[config.mk]
export PLATFORM = sky130hd
export DESIGN_NAME = bin_to_bcd_seq
export DESIGN_NICKNAME = d
export VERILOG_FILES = /design/src/rtl/bin_to_bcd_seq_pkg.sv /design/src/rtl/bin_to_bcd_seq_digit_adj.sv /design/src/rtl/bin_to_bcd_seq.sv
export SDC_FILE = /design/constraint.sdc
export NUM_CORES = 1
export LEC_CHECK = 0
export CORE_MARGIN = 2
export CORE_UTILIZATION = 50
export CTS_CLUSTER_DIAMETER = 50
export DETAILED_ROUTE_END_ITERATION = 10
export MAX_ROUTING_LAYER = met4
export PLACE_DENSITY_LB_ADDON = 0.1
export SLEW_MARGIN = 10
export SYNTH_ARGS = -nofsm -noshare
export SYNTH_HDL_FRONTEND = slang
export SYNTH_SLANG_ARGS = --single-unit
[constraint.sdc]
create_clock -name CLK -period 3.25 [get_ports CLK]
set_clock_uncertainty 0.1 [all_clocks]
set_input_delay 0.975 -clock CLK [delete_from_list [all_inputs] [get_ports CLK]]
set_output_delay 0.975 -clock CLK [all_outputs]
set_load 0.01 [all_outputs]
[src/rtl/bin_to_bcd_seq_pkg.sv]
// Shared definitions for the sequential binary-to-BCD converter and the
// downstream BCD-to-code stage that consumes its 3-digit operand.
package bin_to_bcd_seq_pkg;

  typedef enum logic [1:0] {
    IDLE  = 2'd0,
    SHIFT = 2'd1,
    FIN   = 2'd2
  } state_t;

  localparam int BCD_DIGIT_W = 4;
  localparam int MAX_BCD_VAL = 999;
  // Operand width agreed with the BCD-to-code transform stage.
  localparam int BCD_OPND_W  = 12;

endpackage

[src/rtl/bin_to_bcd_seq_digit_adj.sv]
// Double-dabble digit correction: a BCD digit of 5 or more gets 3 added
// so that the following left shift carries correctly into the next digit.
module bcd_digit_adj
  import bin_to_bcd_seq_pkg::*;
(
  input  logic [BCD_DIGIT_W-1:0] d,
  output logic [BCD_DIGIT_W-1:0] q
);

  // 4-bit modular add; legal inputs never exceed 9 so no carry is lost.
  always_comb begin
    q = d;
    if (d >= BCD_DIGIT_W'(5)) q = d + BCD_DIGIT_W'(3);
  end

endmodule

[src/rtl/bin_to_bcd_seq.sv]
// Sequential binary-to-BCD converter, one shift-and-add-3 step per clock.
// Operands above MAX_VAL are flagged with OVF instead of being converted.
module bin_to_bcd_seq
  import bin_to_bcd_seq_pkg::*;
#(
  parameter int BIN_W   = 10,
  parameter int DIGITS  = 3,
  parameter int MAX_VAL = MAX_BCD_VAL
) (
  input  logic                        CLK,
  input  logic                        RST,
  input  logic                        START,
  input  logic [BIN_W-1:0]            BIN_IN,
  output logic                        BUSY,
  output logic                        DONE,
  output logic [BCD_DIGIT_W*DIGITS-1:0] BCD_OUT,
  output logic                        OVF,
  output logic [1:0]                  dbg_state
);

  localparam int BCD_W = BCD_DIGIT_W * DIGITS;
  localparam int SR_W  = BCD_W + BIN_W;
  localparam int CNT_W = $clog2(BIN_W);
  localparam logic [CNT_W-1:0] CNT_LAST = CNT_W'(BIN_W - 1);

  // Handshake: START is accepted on a rising edge whenever the converter is
  // not BUSY (IDLE or FIN); START while BUSY is ignored. DONE is a one-cycle
  // pulse in FIN, after which BCD_OUT/OVF describe the accepted operand.
  // BUSY and DONE are decoded from distinct states and are never both high.

  state_t            state, state_nx;
  logic [SR_W-1:0]   sr, sr_nx, sr_adj, sr_shift;
  logic [CNT_W-1:0]  cnt, cnt_nx;
  logic [BCD_W-1:0]  bcd_q, bcd_nx, bcd_adj;
  logic              ovf_q, ovf_nx;
  logic              over;

  genvar g;
  generate
    for (g = 0; g < DIGITS; g++) begin : g_adj
      bcd_digit_adj u_adj (
        .d (sr[BIN_W + BCD_DIGIT_W*g +: BCD_DIGIT_W]),
        .q (bcd_adj[BCD_DIGIT_W*g +: BCD_DIGIT_W])
      );
    end
  endgenerate

  assign sr_adj   = {bcd_adj, sr[BIN_W-1:0]};
  assign sr_shift = sr_adj << 1;
  assign over     = 32'(BIN_IN) > MAX_VAL;

  always_ff @(posedge CLK or posedge RST) begin
    if (RST) begin
      state <= IDLE;
      sr    <= '0;
      cnt   <= '0;
      bcd_q <= '0;
      ovf_q <= 1'b0;
    end else begin
      state <= state_nx;
      sr    <= sr_nx;
      cnt   <= cnt_nx;
      bcd_q <= bcd_nx;
      ovf_q <= ovf_nx;
    end
  end

  always_comb begin
    state_nx = state;
    sr_nx    = sr;
    cnt_nx   = cnt;
    bcd_nx   = bcd_q;
    ovf_nx   = ovf_q;
    case (state)
      IDLE, FIN: begin
        state_nx = IDLE;
        if (START) begin
          sr_nx  = {{BCD_W{1'b0}}, BIN_IN};
          cnt_nx = '0;
          if (over) begin
            // Overflow reports through FIN without touching the held result.
            state_nx = FIN;
            ovf_nx   = 1'b1;
          end else begin
            state_nx = SHIFT;
            ovf_nx   = 1'b0;
          end
        end
      end
      SHIFT: begin
        sr_nx  = sr_shift;
        cnt_nx = cnt + CNT_W'(1);
        if (cnt == CNT_LAST) begin
          bcd_nx   = sr_shift[SR_W-1:BIN_W];
          state_nx = FIN;
        end
      end
      default: state_nx = IDLE;
    endcase
  end

  assign BUSY      = (state == SHIFT);
  assign DONE      = (state == FIN);
  assign BCD_OUT   = bcd_q;
  assign OVF       = ovf_q;
  assign dbg_state = state;

endmodule
# Yosys cells after proc, flatten, opt, wreduce, memory -nomap -nowiden
# Index checks and enable logic that the tools add are counted.
# totals
latch_bits	0
n_memories	0
output_inout_bits	17
wordCells	36
mem_bits_ro	0
ram_bits	0
input_bits	13
ff_bits	41
# classes
bitwise_logic	0
add_sub_neg	4
div_mod_pow	0
eq_ne	5
multipliers	0
mux	12
n_reduce_logical	6
n_lt_le_gt_ge	4
shift	0
# op_table
cell	n
$pmux W22 S2	1
$mux W22	1
$ge A4 B3 Y1 const B	3
$mux W4	3
$gt A10 B10 Y1 const B	1
$add A4 B2 Y4 const B	2
$pmux W4 S2	1
$mux W2	3
$reduce_and A2 Y1	3
$add A4 B1 Y4 const B	1
$eq A4 B4 Y1 const B	1
$pmux W2 S2	1
$add A3 B2 Y3 const B	1
$mux W3	1
$eq A2 B1 Y1 const B	1
$eq A2 B2 Y1 const B	1
$logic_not A2 Y1	1
$ne A2 B1 Y1 const B	1
$ne A2 B2 Y1 const B	1
$reduce_bool A2 Y1	1
$reduce_or A2 Y1	1
$mux W1	1

# Logic depth before layout (Yosys ltp)
# logic_depth
depth_word	4
ltp_mapped	8
depth_no_buf	6

# Hierarchy
# From an unflattened synthesis, not the netlist that was laid out.
# hier_totals
hier_cells	176
area_unflattened_um2	1986.9
# modules_own_cells
module	cells_each	area_each_um2	seq_area_each_um2	n_inst
bin_to_bcd_seq	128	1682.9	1026.0	1
bcd_digit_adj	16	101.3	0.0	3

# Worst setup path after synthesis
# No wires, ideal clock.
# synth_timing
path_kind	reg-to-output
from	register state[1], in the netlist dbg_state[1]
to	output BUSY
required_ns	2.175
path_slack_ns	1.234
stages_incl_launch_ff	5
t_arrival_ns	0.941
n_path_buf	2
path_cell_list	dfrtp_1 nand2b_1 buf_6 inv_6 buf_2
# synth_via
elab_chain_len	1
# synth_rtl
element	line	rtl
from (decl)	bin_to_bcd_seq.sv:31	state_t state, state_nx;
from (signal assigned)	bin_to_bcd_seq.sv:60	state <= state_nx;
$eq A2 B1 Y1	bin_to_bcd_seq.sv:102	assign BUSY = (state == SHIFT);
to (decl)	bin_to_bcd_seq.sv:14	output logic BUSY,
# Every way passes these cells.

# Final worst setup path
# Same ends and word-level chain as after synthesis.

==> key figures <==
Die
  – Full die area: 4540 sq um
  – Die span in x: 67.4 um
  – Initial standard-cell utilization of the core: 50.9%
  – Core area: 3940 sq um
  – Num ports: 30
  – Std cell rows: 23
  – Vert. Die Dim: about 67 um

Power and ir drop
  – Switching power: 0.000919 W
  – Fraction of power consumed by the clock network: 16.9%
  – Part of the total power dissipated in combinational logic: between 40 and 50%
  – Fraction of power spent switching nets: 36.9%
  – IR Drop Worst-Case VDD: 0.000463 V
  – Final Total Pwr: roughly 0.0025 W
  – Internal Dissipation: ~0.0016 W
  – Leakage: 1.12 nW
  – Sequential share of power: 37.3%
  – Power per standard cell area: 1020 nW/um^2

Critical path
  – End point of the critical path: BUSY
  – Required time of the critical path: 2.17 ns
  – Critical path capture point type: output pin
  – Depth of the most critical reg-to-reg path: 4
  – Worst reg2reg endpoint: BCD_OUT[1]$_DFFE_PP0P_
  – Launching instance or port of the critical path: dbg_state[1]$_DFFE_PP0P_
  – Startpoint kind of the worst setup timing path: register
  – Worst reg2reg setup slack: 1.49 ns
  – Crit-path max FO: 25
  – Start of the worst register-to-register path: dbg_state[1]$_DFFE_PP0P_
  – Startpoint-to-endpoint class of the critical path: register to output pin
  – Crit path arrival time: 1.67 ns

Global route
  – Wire length of the first global-routing pass: 6.60 mm
  – Sum of overflow across all layers after global routing: 0
  – Total GRT Usage: 20.7%
  – Vias in the first global route: 1415
  – Antenna violations before repair: 0
  – Largest net degree at the start of global routing: between 40 and 50

Synthesis
  – Area of the mapped netlist: 2010 sq um
  – Synthesized instance count: about 180
  – Most numerous cell in the Yosys netlist: dfrtp_1
  – Net Count, Synth: 203
  – Area contributors post-synth: dfrtp_1, mux2_4, ha_1
  – Top cells by instance count after synthesis: dfrtp_1, nand2_1, o21ai_0
  – Most used flip-flop cell after synthesis: dfrtp_1
  – Syn_area_per_cell: 11.0 sq um
  – Count of distinct cell types in the synthesized netlist: 30
  – Number of warnings issued by yosys: 0
  – Post-synth top area cell: dfrtp_1
  – Share of Yosys cell area claimed by the top area cell type: 51.1%
  – Yosys reg bits: 41
  – Sequential fraction of the synthesis area: 51.1%
  – Ys async rst share: 100%
  – Number of enable-type register cells in the synthesized netlist: 0

CTS
  – TritonCTS clock tree: built
  – Setup Fix Bufs, Post-CTS: 0
  – Clock buffer depth: 2
  – Total clock sinks: 41
  – Number of levels the H-tree was split into: 2
  – PostCTS Resize Cnt: 0
  – Number of buffers added by the clock tree synthesis step: 5
  – Cts-stage hold buffer count: 0
  – Latest clock arrival within the worst-skew pair: a little under 0.3 ns
  – Buffer type at the clock tree root: clkbuf_8
  – Clock-pin slew reported for the worst setup and hold paths after clock tree synthesis: 0.07 ns

Route
  – Number of DRC markers after the initial detailed-route iteration: around 150
  – Number of DRC violations after detailed routing: 0
  – Routed wire length: 3.93 mm
  – Routed WL per cell: 14.8 um
  – Via-per-instance ratio: 5.27
  – DRT Pass-1 Iters: 4
  – Vias: 1401
  – ANT nets after route: 0

Placement
  – Cell Area, Placed: ~2300 sq um
  – GPL Wtd Cong: 0.809
  – Sum of net half-perimeters after detailed placement: 2.71 mm
  – Count of port buffers added during placement: 29

STA
  – Part of the cycle the worst path needs: a little over four fifths
  – Fin crit period: 2.75 ns
  – RSZ-0062 raised after global routing: no
  – Setup total negative slack: 0 ns
  – Number of setup violations in the final report: 0
  – Maximum achievable frequency: around 360 MHz
  – Relative slew slack: 65.2%
  – Slew at the pin closest to its max-slew limit: 0.522 ns
  – Hold violation total from the final report: 0
  – Slew Limit Fails: 0

Cells and area
  – N_diodes: 0
  – Fraction of final layout cells sized beyond drive strength 1: 16.2%
  – Layout Utilization: 61.9%
  – Layout overhead on the synthesized area: 21.6%
  – Area of all placed cells without fillers: 2440 sq um
  – Total Nets Final: 236

Outcome
  – Outcome: complete, no violations

Job
  – Number of max-cap violations: 0

Worst hold path
  – Worst Hold Class: register to register
[cells in the final DEF, fill, tap and decap left out, drive strengths merged, types with 3 or more instances in the layout]
cell type,n
ha,8
clkbuf,7
mux2,7
nor2,7
xnor2,4
a21oi,13
o21ai,13
buf,5
nor3,4
dfrtp,41
nor3b,5
a22oi,9
a22o,8
nand3,5
mux2i,3
clkdlybuf4s50,29
inv,9
nand2b,5
nand2,25
[kinds of logic after synthesis]
family                   share of synthesized area [%]
multiplexers                                      6.73
adder cells (fa/ha/maj)                           4.98
flip-flops                                        51.1
AO/OA/AOI/OAI                                     15.0
XOR/XNOR                                          1.74
buffers and inverters                             5.61
AND/OR/NAND/NOR                                   14.8
[stage by stage]
| step | setup WS (ns) | instances | hold slack, ns |
|---|---|---|---|
| 6_report | 0.501 | 266 | 0.387 |
| 5_1_grt | 0.422 | 266 | 0.402 |
| 4_1_cts | 0.481 | 266 | 0.389 |
| 3_5_place_dp | 0.768 | 258 | 0.368 |
| 3_3_place_gp | 0.815 | 258 | 0.362 |
| 2_1_floorplan | 1.23 | 182 | 0.346 |
[final cells by class]
cell class / instances / area (sq um)
fill: 313 / 1500
sequential: 41 / 1030
multi-input combinational: 124 / 870
timing repair buffer: 34 / 328
clock buffer: 7 / 86.3
tap: 50 / 62.6
inverter: 9 / 38.8
clock inverter: 1 / 30.0
[sequential cells by signal, indices dropped and copies added, names as in the netlist]
register   flops
BCD_OUT       12
cnt            4
OVF            1
dbg_state      2
sr            22
[layer usage]
metal	up-vias	part of all wire, %	track usage (%)
li1	697	-	-
met1	675	46	25.6
met2	23	50	33.0
met3	6	2.9	4.00
met4	0	1.5	9.18
met5	-	0	-
[worst max-delay path, stage by stage (launching register included)]
cell             delay, ns
dfrtp_1               0.39
nand2b_1              0.21
inv_6                 0.20
clkdlybuf4s50_1       0.57
[worst min path at each step]
stage,from,endpoint,slack (ns),cells past startpoint
global placement,OVF$_DFFE_PP0P_,OVF$_DFFE_PP0P_,0.36,1
floorplan,sr[1]$_DFFE_PP0P_,sr[1]$_DFFE_PP0P_,0.35,2
finish,OVF$_DFFE_PP0P_,OVF$_DFFE_PP0P_,0.39,1
global route,sr[1]$_DFFE_PP0P_,sr[1]$_DFFE_PP0P_,0.40,2
detailed placement,sr[3]$_DFFE_PP0P_,sr[3]$_DFFE_PP0P_,0.37,2
CTS,sr[3]$_DFFE_PP0P_,sr[3]$_DFFE_PP0P_,0.39,2
[power by group through the flow]
stage / registers [W] / logic, W / clock network [W]
after CTS: 0.000927 / 0.00115 / 0.000432
final: 0.000928 / 0.00114 / 0.000421
after global placement: 0.000922 / 0.00109 / 0
after floorplan: 0.000935 / 0.000769 / 0
after global routing: 0.000959 / 0.00127 / 0.000458
after detailed placement: 0.000933 / 0.00115 / 0
Power figures use the tool's default switching activity.
